## src/rtl/result_packer.sv

```systemverilog
// result_packer: buffers 24-bit compute results in a FIFO and packs them into
// 256-bit words of eight 32-bit lanes (lane 0 = bits [31:0]) for a
// valid/ready write port. A flush request emits any partially filled word,
// marked as last, and then pulses o_flush_done.
//
// Optional feature: define RESULT_PACKER_SIGN_EXT_EN to sign-extend bit 23
// of each result into lane bits [31:24]. Results are zero-extended when the
// macro is not defined.
//
// Output handshake: o_wr_valid rises only when a complete word, its lane
// mask and its last flag are loaded into the output register. Those values
// stay stable until the cycle where o_wr_valid and i_wr_ready are both high,
// and the word retires on that clock edge.
module result_packer #(
  parameter int FIFO_DEPTH   = 16,
  parameter int AFULL_MARGIN = 4
) (
  input  logic         i_clk,
  input  logic         i_reset_n,
  input  logic [23:0]  i_result_data,
  input  logic         i_result_valid,
  output logic         o_result_full,
  output logic         o_result_afull,
  input  logic         i_flush,
  output logic [255:0] o_wr_data,
  output logic [7:0]   o_wr_lane_mask,
  output logic         o_wr_valid,
  input  logic         i_wr_ready,
  output logic         o_wr_last,
  output logic         o_flush_done,
  output logic [15:0]  o_result_count,
  output logic         o_drop_err,
  output logic [1:0]   o_state
);

  localparam int AW = $clog2(FIFO_DEPTH);
  localparam logic [AW:0] DEPTH_V    = (AW+1)'(FIFO_DEPTH);
  localparam logic [AW:0] AFULL_TH_V = (AW+1)'(FIFO_DEPTH - AFULL_MARGIN);

  typedef enum logic [1:0] {
    S_IDLE  = 2'd0,
    S_PACK  = 2'd1,
    S_EMIT  = 2'd2,
    S_FLUSH = 2'd3
  } state_t;

  // Widen a raw result to a 32-bit lane.
  function automatic logic [31:0] ext_lane(input logic [23:0] d);
`ifdef RESULT_PACKER_SIGN_EXT_EN
    return {{8{d[23]}}, d};
`else
    return {8'h00, d};
`endif
  endfunction

  // FIFO storage and bookkeeping
  logic [23:0]   mem_q [FIFO_DEPTH];
  logic [AW-1:0] wr_ptr_q, rd_ptr_q;
  logic [AW:0]   occ_q;
  logic [15:0]   count_q;
  logic          drop_q;

  // Packer state
  state_t          state_q;
  logic [7:0][31:0] lanes_q;
  logic [2:0]      lane_idx_q;
  logic            flush_pend_q;
  logic [255:0]    wr_data_q;
  logic [7:0]      wr_mask_q;
  logic            wr_valid_q;
  logic            wr_last_q;
  logic            flush_done_q;

  logic        fifo_full;
  logic        fifo_empty;
  logic        push;
  logic        pop;
  logic [31:0] pop_lane;

  assign fifo_full  = (occ_q == DEPTH_V);
  assign fifo_empty = (occ_q == '0);
  // A write arriving while full is dropped even if a pop happens in the same cycle.
  assign push       = i_result_valid && !fifo_full;
  // Only the packing states consume results, and never while a word is held.
  assign pop        = !fifo_empty && !wr_valid_q &&
                      ((state_q == S_IDLE) || (state_q == S_PACK));
  assign pop_lane   = ext_lane(mem_q[rd_ptr_q]);

  // Result storage; contents need no reset because the pointers qualify them.
  always_ff @(posedge i_clk) begin
    if (push) begin
      mem_q[wr_ptr_q] <= i_result_data;
    end
  end

  // FIFO pointers, occupancy, accepted-result counter and sticky drop flag.
  always_ff @(posedge i_clk) begin
    if (!i_reset_n) begin
      wr_ptr_q <= '0;
      rd_ptr_q <= '0;
      occ_q    <= '0;
      count_q  <= '0;
      drop_q   <= 1'b0;
    end else begin
      if (push) begin
        wr_ptr_q <= wr_ptr_q + 1'b1;
        count_q  <= count_q + 16'd1;
      end
      if (pop) begin
        rd_ptr_q <= rd_ptr_q + 1'b1;
      end
      occ_q <= occ_q + {{AW{1'b0}}, push} - {{AW{1'b0}}, pop};
      if (i_result_valid && fifo_full) begin
        drop_q <= 1'b1;
      end
    end
  end

  // Packer FSM: fills lanes in FIFO order, emits full or flushed words.
  always_ff @(posedge i_clk) begin
    if (!i_reset_n) begin
      state_q      <= S_IDLE;
      lanes_q      <= '0;
      lane_idx_q   <= '0;
      flush_pend_q <= 1'b0;
      wr_data_q    <= '0;
      wr_mask_q    <= '0;
      wr_valid_q   <= 1'b0;
      wr_last_q    <= 1'b0;
      flush_done_q <= 1'b0;
    end else begin
      flush_done_q <= 1'b0;
      case (state_q)
        S_IDLE, S_PACK: begin
          if (pop) begin
            if (lane_idx_q == 3'd7) begin
              // Last lane filled: move the whole word to the output register.
              wr_data_q  <= {pop_lane, lanes_q[6:0]};
              wr_mask_q  <= 8'hFF;
              wr_last_q  <= 1'b0;
              wr_valid_q <= 1'b1;
              lanes_q    <= '0;
              lane_idx_q <= '0;
              state_q    <= S_EMIT;
            end else begin
              lanes_q[lane_idx_q] <= pop_lane;
              lane_idx_q          <= lane_idx_q + 3'd1;
              state_q             <= S_PACK;
            end
          end else if (flush_pend_q && fifo_empty && !wr_valid_q) begin
            state_q <= S_FLUSH;
          end
        end
        S_EMIT: begin
          if (i_wr_ready) begin
            wr_valid_q <= 1'b0;
            if (wr_last_q) begin
              wr_last_q    <= 1'b0;
              flush_done_q <= 1'b1;
              flush_pend_q <= 1'b0;
              state_q      <= S_IDLE;
            end else if (fifo_empty && (lane_idx_q == 3'd0)) begin
              state_q <= S_IDLE;
            end else begin
              state_q <= S_PACK;
            end
          end
        end
        S_FLUSH: begin
          if (lane_idx_q != 3'd0) begin
            wr_data_q  <= lanes_q;
            wr_mask_q  <= (8'd1 << lane_idx_q) - 8'd1;
            wr_last_q  <= 1'b1;
            wr_valid_q <= 1'b1;
            lanes_q    <= '0;
            lane_idx_q <= '0;
            state_q    <= S_EMIT;
          end else begin
            flush_done_q <= 1'b1;
            flush_pend_q <= 1'b0;
            state_q      <= S_IDLE;
          end
        end
        default: state_q <= S_IDLE;
      endcase
      // A flush request is latched last so repeated requests merge into the pending one.
      if (i_flush) begin
        flush_pend_q <= 1'b1;
      end
    end
  end

  assign o_result_full  = fifo_full;
  assign o_result_afull = (occ_q >= AFULL_TH_V);
  assign o_wr_data      = wr_data_q;
  assign o_wr_lane_mask = wr_mask_q;
  assign o_wr_valid     = wr_valid_q;
  assign o_wr_last      = wr_last_q;
  assign o_flush_done   = flush_done_q;
  assign o_result_count = count_q;
  assign o_drop_err     = drop_q;
  assign o_state        = state_q;

endmodule

```

## config.mk

```make
export PLATFORM = sky130hd
export DESIGN_NAME = result_packer
export DESIGN_NICKNAME = d
export VERILOG_FILES = /design/src/rtl/result_packer.sv
export SDC_FILE = /design/constraint.sdc
export NUM_CORES = 1
export LEC_CHECK = 0
export CORE_MARGIN = 3
export CORE_UTILIZATION = 37
export CTS_BUF_LIST = sky130_fd_sc_hd__clkbuf_8 sky130_fd_sc_hd__clkbuf_16
export DETAILED_ROUTE_END_ITERATION = 8
export SLEW_MARGIN = 20
export SYNTH_ARGS = -nofsm -noshare
export SYNTH_HDL_FRONTEND = slang
export SYNTH_SLANG_ARGS = --single-unit
```

## constraint.sdc

```tcl
create_clock -name i_clk -period 10.7 [get_ports i_clk]
set_clock_uncertainty 0.1 [all_clocks]
set_input_delay 2.675 -clock i_clk [delete_from_list [all_inputs] [get_ports i_clk]]
set_output_delay 2.675 -clock i_clk [all_outputs]
set_load 0.005 [all_outputs]
```

==> flow_metrics.env, run 1 <==
export IMPL_cts_resized=0
export IMPL_grt_use_total_pct=19.2
export IMPL_drive_above_1_share_pct=7.99
export IMPL_drt_wirelength_per_cell_um=22.7
export IMPL_start_kind="flip-flop"
export IMPL_ant_nets=0
export IMPL_area_delta_synth_final_pct=19.3
export IMPL_grt_max_degree=104
export IMPL_vdd_drop_max_mv=0.125
export IMPL_yosysWarnings=0
export IMPL_rsz0062_at_grt="false"
export IMPL_cts_tree="done"
export IMPL_io_pins=317
export IMPL_clk_latency_ns=0.63
export IMPL_dp_hpwl_um=55000
export IMPL_synth_compound_area_share_pct=14.0
export IMPL_synth_most_common_cell="dfxtp_1"
export IMPL_vias=20600
export IMPL_synth_top_cell_by_area="edfxtp_1"
export IMPL_synth_xor_area_share_pct=0.646
export IMPL_synth_top_area_share_pct=37.0
export IMPL_setup_viol=0
export IMPL_reg2reg_slack_ns=6.50
export IMPL_fillers=7432
export IMPL_netlist_area_um2=31200
export IMPL_critPathArrivalTime_ns=2.07
export IMPL_portBuffers=252
export IMPL_route_detailed_drc=0
export IMPL_critPathKind="flip-flop to output pin"
export IMPL_die_x_um=296
export IMPL_max_cap_viol_count=0
export IMPL_async_reset_ff_share_pct=0
export IMPL_cts_buffers=84
export IMPL_dr_pass1_iters=6
export IMPL_core_area_um2=82800
export IMPL_min_period_over_period_pct=45.3
export IMPL_finalHoldViolations=0
export IMPL_gp_congestion=0.786
export IMPL_grt_pass1_vias=19800
export IMPL_powerDensity_nw_per_um2=227
export IMPL_yosysUniqueCellTypes=69
export IMPL_critPathCaptureType="output pin"
export IMPL_outcome="finished, final reports clean"
export IMPL_final_nets=2736
export IMPL_cts_root_buf="clkbuf_16"
export IMPL_power_leakage_nw=12.6
export IMPL_dieArea_um2=87800
export IMPL_setup_tns_ns=0
export IMPL_register_area_um2=20200
export IMPL_initial_core_util_pct=37.7
export IMPL_min_period_ns=4.85
export IMPL_cts_setup_buffers=0
export IMPL_overflow=0
export IMPL_ys_flop_type="dfxtp_1"
export IMPL_wl_um=86700
export IMPL_synthCells=2478
export IMPL_multiInputGateArea_um2=9970
export IMPL_vias_per_cell=5.37
export IMPL_drtIter0Drc=1699
export IMPL_clk_pin_slew_ns=0.06
export IMPL_muxShareOfSynthArea_pct=6.15
export IMPL_final_cells=3824
export IMPL_synth_area_top_cells="edfxtp_1 (37%), dfxtp_1 (28%), mux2i_1 (5.7%)"
export IMPL_netlist_top_cells_count="dfxtp_1 (435), nand2_1 (421), edfxtp_1 (384)"
export IMPL_diodes=0
export IMPL_avgSynthCellArea_um2=12.6
export IMPL_power_mw=8.43
export IMPL_synth_adder_area_share_pct=0.867
export IMPL_synth_top_family_by_area="compound AO/OA/AOI/OAI gates"
export IMPL_worstMarginPinSlew_ns=1.08
export IMPL_max_freq_ghz=0.206
export IMPL_critPathMaxFanout=5
export IMPL_crit_required_ns=7.93
export IMPL_final_util_pct=44.9
export IMPL_hold_path_class="flip-flop to flip-flop"
export IMPL_clk_path_buf_depth=3
export IMPL_place_inst=3670
export IMPL_htreeDepth=3
export IMPL_rows=105
export IMPL_ys_seq_elements=819
export IMPL_postCtsHoldBufs=0
export IMPL_yosysSeqAreaShare_pct=64.9
export IMPL_relSlewSlack_pct=28.2
export IMPL_fp_dieH_um=296
export IMPL_clock_sinks=819
export IMPL_grt_pass1_wl_um=128000
export IMPL_synthSimpleGateAreaFrac_pct=9.11
export IMPL_synth_edff_count=384
export IMPL_antenna_found_initial=3
export IMPL_slew_viol_final=0
==> worst max-delay path, stage by stage, from the launching register on <==
cell and delay, ns:
dfxtp_1 0.43, inv_1 0.07, ha_1 0.18, a221o_1 0.31, clkdlybuf4s50_1 0.47
==> per-stage QoR <==
step                      area [um^2]  worst slack (ns)  hold WS (ns)
final                           37200              5.85         0.360
after global routing            37200              5.76         0.380
after CTS                       37200              5.80         0.365
after detailed placement        34400              5.32         0.355
after global placement          34400              5.30         0.352
after floorplan                 31400              5.11         0.337
==> final cells by class <==
cell class                      instances  share of cell area, %
Inverter                               17                  0.172
Multi-Input combinational cell       1475                   26.8
Timing Repair Buffer                  289                   7.54
Sequential cell                       819                   54.5
Clock buffer                           95                   6.12
Tap cell                             1070                   3.60
Clock inverter                         59                   1.28
==> cell usage in the layout (no fill, tap or decap), types with 10 or more instances in the layout <==
cell,count
xor2_1,13
inv_1,43
a21boi_0,173
clkdlybuf4s50_1,251
clkbuf_16,86
nand3b_1,18
edfxtp_1,384
a222oi_1,38
mux2i_1,178
conb_1,64
o21ai_0,54
o21a_1,11
a22o_1,192
dfxtp_1,433
xnor2_1,10
buf_4,37
and2_1,21
ha_1,20
a21oi_1,11
a41oi_1,21
nor2b_1,14
clkinv_2,13
nor2_1,23
nand3_1,65
nand2_1,420
==> logic make-up (layout without fill, tap and decap cells) <==
group | Yosys count | in the layout
simple gates | 636 | 636
buf+inv | 247 | 460
fa+ha+maj | 21 | 21
flops | 819 | 819
mux | 184 | 184
other cells | 1 | 64
compound gates | 547 | 547
xor+xnor | 23 | 23
==> layer usage <==
metal | share of wire, % | wire length [um] | global-route usage (%)
met1 | 45 | 38800 | 27.5
met2 | 45 | 39100 | 29.7
met3 | 7.8 | 6780 | 3.73
met4 | 2.4 | 2060 | 5.72
met5 | 0.044 | 38 | 0
==> flip-flops by register name, indices dropped and copies added, names as in the netlist, named ones only <==
name,cells
lanes_q,192
wr_ptr_q,4
mem_q,384
rd_ptr_q,4
o_state,2
flush_pend_q,1
o_wr_data,192
o_result_count,16
occ_q,5
o_wr_last,1
o_wr_valid,1
lane_idx_q,3
o_drop_err,1
o_flush_done,1
o_wr_lane_mask,8
==> power by group <==
part	internal [mW]	leakage (nW)	total (mW)	switching [mW]
combinational	0.599	4.16	1.87	1.27
clock	1.69	1.45	2.91	1.21
sequential	3.47	6.98	3.65	0.181
total	5.77	12.6	8.43	2.67
==> worst paths after layout <==
path / cells after the start / from / to
max reg2reg: 7 / flip-flop / lanes_q[12]
max: 4 / occ_q[4] / o_result_afull
min: 2 / lanes_q[144] / o_wr_data[144]
min reg2reg: 2 / lanes_q[144] / o_wr_data[144]
(Power assumes the default switching activity.)
==> run 2: changes to the inputs <==
==> constraint.sdc (replaced) <==
create_clock -name i_clk -period 3.9 [get_ports i_clk]
set_clock_uncertainty 0.1 [all_clocks]
set_input_delay 0.975 -clock i_clk [delete_from_list [all_inputs] [get_ports i_clk]]
set_output_delay 0.975 -clock i_clk [all_outputs]
set_load 0.005 [all_outputs]
==> run 2 against run 1 <==
  * Highest routed layer unchanged
  * Largest power group unchanged
  * Die area is the same
  * Worst setup slack lost 5.1 ns
  * Non-clock buffer count grew 35
  * Flip-flop and latch count is the same
  * First-iteration DRC count grew 3.8%
  * Register-to-register slack lost 5.7 ns
  * Via count shrank 0.35%
  * Critical path type unchanged
  * Cell area grew 0.99%
  * Routed wire length shrank 0.59%
==> flow_metrics.env, run 2 (same netlist as run 1, synthesis figures left out) <==
export IMPL_hold_path_class="flip-flop to flip-flop"
export IMPL_register_area_um2=20200
export IMPL_r2r_end="occ_q[4]"
export IMPL_grt_pass1_wl_um=127000
export IMPL_core_area_um2=82800
export IMPL_cts_setup_buffers=0
export IMPL_cts_buffers=83
export IMPL_min_delay_worst_endpoint="o_wr_data[147]"
export IMPL_multiInputGateArea_um2=9920
export IMPL_min_period_ns=3.15
export IMPL_outcome="finished, final reports clean"
export IMPL_max_cap_viol_count=0
export IMPL_use_met3_pct=3.12
export IMPL_r2r_start="occ_q[2]"
export IMPL_clock_sinks=819
export IMPL_use_met2_pct=30.5
export IMPL_final_nets=2770
export IMPL_die_x_um=296
export IMPL_cts_root_buf="clkbuf_16"
export IMPL_power_mw=23.3
export IMPL_io_pins=317
export IMPL_rsz0062_at_grt="false"
export IMPL_clk_latency_ns=0.64
export IMPL_critPathCaptureType="output pin"
export IMPL_setup_viol=0
export IMPL_grt_max_degree=178
export IMPL_postPlaceCellArea_um2=34700
export IMPL_place_inst=3705
export IMPL_relSlewSlack_pct=31.6
export IMPL_slew_viol_final=0
export IMPL_ant_nets=0
export IMPL_power_leakage_nw=12.8
export IMPL_drtIter0Drc=1763
export IMPL_min_path_cells=2
export IMPL_rows=105
export IMPL_finalHoldViolations=0
export IMPL_internal_power_mw=15.9
export IMPL_fillers=7438
export IMPL_initial_core_util_pct=37.7
export IMPL_cts_resized=0
export IMPL_seq_power_share_pct=42.9
export IMPL_reg2reg_slack_ns=0.78
export IMPL_grt_pass1_vias=20100
export IMPL_powerDensity_nw_per_um2=620
export IMPL_dr_pass1_iters=7
export IMPL_drt_wirelength_per_cell_um=22.3
export IMPL_grt_use_total_pct=19.2
export IMPL_dp_hpwl_um=55200
export IMPL_cts_tree="done"
export IMPL_drive_above_1_share_pct=9.40
export IMPL_gp_congestion=0.810
export IMPL_clkPwrFrac_pct=34.2
export IMPL_area_delta_synth_final_pct=20.4
export IMPL_fp_dieH_um=296
export IMPL_setup_tns_ns=0
export IMPL_wl_um=86200
export IMPL_clk_path_buf_depth=3
export IMPL_critPathKind="flip-flop to output pin"
export IMPL_max_freq_ghz=0.317
export IMPL_dieArea_um2=87800
export IMPL_layout_commonest_cell="dfxtp_1"
export IMPL_vias=20500
export IMPL_design_area_um2=37500
export IMPL_overflow=0
export IMPL_use_met1_pct=27.2
export IMPL_route_detailed_drc=0
export IMPL_critPathMaxFanout=5
export IMPL_top_register="mem_q"
export IMPL_busiest_layer="met2"
export IMPL_htreeDepth=3
export IMPL_clk_pin_slew_ns=0.06
export IMPL_vias_per_cell=5.31
export IMPL_whs_ns=0.351
export IMPL_final_cells=3859
export IMPL_critPathArrivalTime_ns=2.08
export IMPL_crit_required_ns=2.82
export IMPL_start_kind="flip-flop"
export IMPL_mostFrequentLayoutCells="dfxtp_1 (433), nand2_1 (420), edfxtp_1 (384)"
export IMPL_switchingPower_mw=7.33
export IMPL_largest_reg_flops=384
export IMPL_reg2reg_depth=12
export IMPL_p_comb_share_pct=22.9
export IMPL_worstMarginPinSlew_ns=1.03
export IMPL_min_period_over_period_pct=80.8
export IMPL_worstHoldStart="lanes_q[147]"
export IMPL_postCtsHoldBufs=0
export IMPL_portBuffers=252
export IMPL_vdd_drop_max_mv=0.403
export IMPL_p_sw_share_pct=31.5
export IMPL_antenna_found_initial=1
run 2: changes by cell type in the layout (fill, tap and decap cells not counted), sizes merged:
cell	change
clkinvlp	-1
clkbuf	+7
diode	+1
bufinv	-3
buf	+35
inv	-11
clkinv	+7
run 2: per-stage QoR:
stage | util, % | setup WS [ns]
2_1_floorplan | - | 0.0126
3_3_place_gp | 42.0 | 0.377
3_5_place_dp | 42.0 | 0.340
4_1_cts | 45.4 | 0.695
5_1_grt | 45.4 | 0.592
6_report | 45.4 | 0.747
run 2: layer usage:
metal / vias up / part of all wire, %
met1: 10100 / 45
met3: 126 / 7.7
met5: - / 0.015
met2: 797 / 45
li1: 9439 / -
met4: 2 / 2.2
run 2: final cells by class:
type	count	area share [%]
multi-input cells	1475	26.4
diodes	1	0.00666
inverters	17	0.170
clock buffers	102	6.32
well taps	1070	3.57
flip-flops and latches	819	53.9
clock inverters	51	1.12
repair buffers	324	8.46
run 2: critical path, cell delays in order (launching register included):
cell             delay (ns)
dfxtp_1                0.43
inv_1                  0.07
ha_1                   0.18
a221o_1                0.31
clkdlybuf4s50_1        0.48
run 2: power by group through the flow:
stage | combinational, mW | clock, mW | sequential, mW
floorplan | 3.17 | 0 | 9.93
global placement | 5.24 | 0 | 10.1
detailed placement | 5.33 | 0 | 10.2
CTS | 5.35 | 8.10 | 9.98
global route | 5.67 | 8.45 | 10.0
finish | 5.32 | 7.97 | 9.98
run 2: worst max-delay path by stage:
stage / startpoint / to / slack (ns) / cells after the start
2_1_floorplan: i_result_valid / mem_q[3][0] / 0.01 / 5
4_1_cts: occ_q[4] / o_result_afull / 0.69 / 4
5_1_grt: lane_idx_q[1] / o_wr_data[207] / 0.59 / 8
6_report: occ_q[4] / o_result_afull / 0.75 / 4
3_5_place_dp: i_result_valid / occ_q[4] / 0.34 / 12
3_3_place_gp: i_result_valid / occ_q[4] / 0.38 / 12
==> run 3: changes to the inputs <==
==> constraint.sdc (replaced) <==
create_clock -name i_clk -period 2.6 [get_ports i_clk]
set_clock_uncertainty 0.1 [all_clocks]
set_input_delay 0.65 -clock i_clk [delete_from_list [all_inputs] [get_ports i_clk]]
set_output_delay 0.65 -clock i_clk [all_outputs]
set_load 0.005 [all_outputs]
==> run 3 against run 2 <==
  * Combinational power up 77%
  * Routed wire length up 2.4%
  * Critical path depth up 10
  * Largest power group unchanged
==> flow_metrics.env, run 3 (same netlist as run 1, synthesis figures left out) <==
export IMPL_outcome="finished, final reports clean"
export IMPL_vias_per_cell=5.30
export IMPL_drt_wirelength_per_cell_um=22.5
export IMPL_htreeDepth=3
export IMPL_place_ws_ns=-0.354
export IMPL_area_delta_synth_final_pct=24.2
export IMPL_max_freq_ghz=0.393
export IMPL_io_pins=317
export IMPL_register_area_um2=20300
export IMPL_top_register="mem_q"
export IMPL_portBuffers=252
export IMPL_crit_required_ns=3.04
export IMPL_min_period_ns=2.54
export IMPL_relSlewSlack_pct=45.8
export IMPL_antenna_found_initial=5
export IMPL_wl_met2_um=40400
export IMPL_cts_buffers=86
export IMPL_finalHoldViolations=0
export IMPL_power_leakage_nw=13.3
export IMPL_hold_path_class="primary input to flip-flop"
export IMPL_cts_root_buf="clkbuf_16"
export IMPL_rsz0062_at_grt="true"
export IMPL_max_cap_viol_count=0
export IMPL_dr_max_layer_used="met5"
export IMPL_drtIter0Drc=1819
export IMPL_dieArea_um2=87800
export IMPL_clock_sinks=819
export IMPL_final_nets=2837
export IMPL_start_kind="flip-flop"
export IMPL_grt_max_degree=157
export IMPL_wl_um=88300
export IMPL_largest_reg_flops=384
export IMPL_clk_latency_ns=0.64
export IMPL_worstMarginPinSlew_ns=0.810
export IMPL_slew_viol_final=0
export IMPL_setup_viol=0
export IMPL_min_period_over_period_pct=97.8
export IMPL_core_area_um2=82800
export IMPL_powerDensity_nw_per_um2=940
export IMPL_rows=105
export IMPL_cts_tree="done"
export IMPL_dp_hpwl_um=56300
export IMPL_overflow=0
export IMPL_clk_pin_slew_ns=0.06
export IMPL_critPathArrivalTime_ns=2.98
export IMPL_dr_pass1_iters=6
export IMPL_routed_wl_met3_um=6130
export IMPL_postCtsHoldBufs=0
export IMPL_wl_met1_um=39000
export IMPL_setup_tns_ns=0
export IMPL_critPathKind="flip-flop to flip-flop"
export IMPL_route_detailed_drc=0
export IMPL_die_x_um=296
export IMPL_grt_pass1_vias=20500
export IMPL_grt_use_total_pct=19.7
export IMPL_vias=20800
export IMPL_fp_dieH_um=296
export IMPL_critPathMaxFanout=2
export IMPL_clk_path_buf_depth=3
export IMPL_drive_above_1_share_pct=12.0
export IMPL_vdd_drop_max_mv=0.643
export IMPL_fillers=7334
export IMPL_setup_ws_ns=0.0582
export IMPL_mostFrequentLayoutCells="dfxtp_1 (427), nand2_1 (420), edfxtp_1 (384)"
export IMPL_gp_congestion=0.809
export IMPL_grt_pass1_wl_um=130000
export IMPL_initial_core_util_pct=37.7
export IMPL_ant_nets=0
export IMPL_multiInputGateArea_um2=10000
export IMPL_layout_commonest_cell="dfxtp_1"
export IMPL_whs_ns=0.266
export IMPL_critPathCaptureType="flip-flop"
-- run 3: cell count changes in the layout (fill, tap and decap cells not counted), sizes merged --
cell,change
buf,+65
clkbuf,+1
clkinv,-5
inv,+4
clkdlybuf4s50,-2
dlygate4sd2,+1
-- run 3: layer usage --
layer / global-route usage [%] / vias to the layer above
met4: 6.95 / 2
met5: 0 / -
met1: 27.2 / 10400
li1: - / 9582
met3: 3.74 / 137
met2: 31.2 / 716
-- run 3: layout make-up --
class                           count  area share (%)
Antenna cell                        1         0.00646
Clock buffer                      103            6.22
Clock inverter                     50            1.04
Inverter                           17           0.165
Multi-Input combinational cell   1475            25.9
Sequential cell                   819            52.3
Tap cell                         1070            3.46
Timing Repair Buffer              388            10.9
-- run 3: path summary, 6_finish.rpt --
kind / startpoint / endpoint / slack [ns] / cells after the start
min: i_reset_n / lane_idx_q[0] / 0.27 / 2
max reg2reg: occ_q[2] / occ_q[4] / 0.06 / 14
max: occ_q[2] / occ_q[4] / 0.06 / 14
min reg2reg: lanes_q[166] / o_wr_data[166] / 0.36 / 2
-- run 3: stage by stage --
step / util (%) / cell area (um^2) / power (mW) / cells
after CTS: 46.7 / 38700 / 36.5 / 3919
after detailed placement: 43.2 / 35800 / 24.4 / 3762
after floorplan: - / 31500 / 19.7 / 2541
after global routing: 46.8 / 38700 / 37.8 / 3922
final: 46.8 / 38700 / 36.4 / 3923
after global placement: 43.2 / 35800 / 24.3 / 3762
-- run 3: power breakdown --
part           internal, mW  switching, mW  total (mW)
Combinational          3.80           5.63        9.42
Clock                  6.99           5.07        12.1
Sequential             14.3          0.590        14.9
Total                  25.1           11.3        36.4
-- run 3: worst max-delay path, cell delays in order (launching register included) --
cell and delay, ns:
dfxtp_2 0.33, inv_2 0.05, ha_4 0.15, and4bb_4 0.19, buf_6 0.11, nor2_4 0.10
inv_2 0.06, ha_4 0.26, inv_2 0.04, ha_4 0.16, fa_2 0.37, a21oi_2 0.14
nor2_2 0.05, nor3_1 0.12, and3b_1 0.19
-- run 3: repair_timing --
action,CTS,global route
buffers inserted,4,3
pin swaps,6,8
endpoints found under the setup margin,2,195
gates resized for setup,10,9
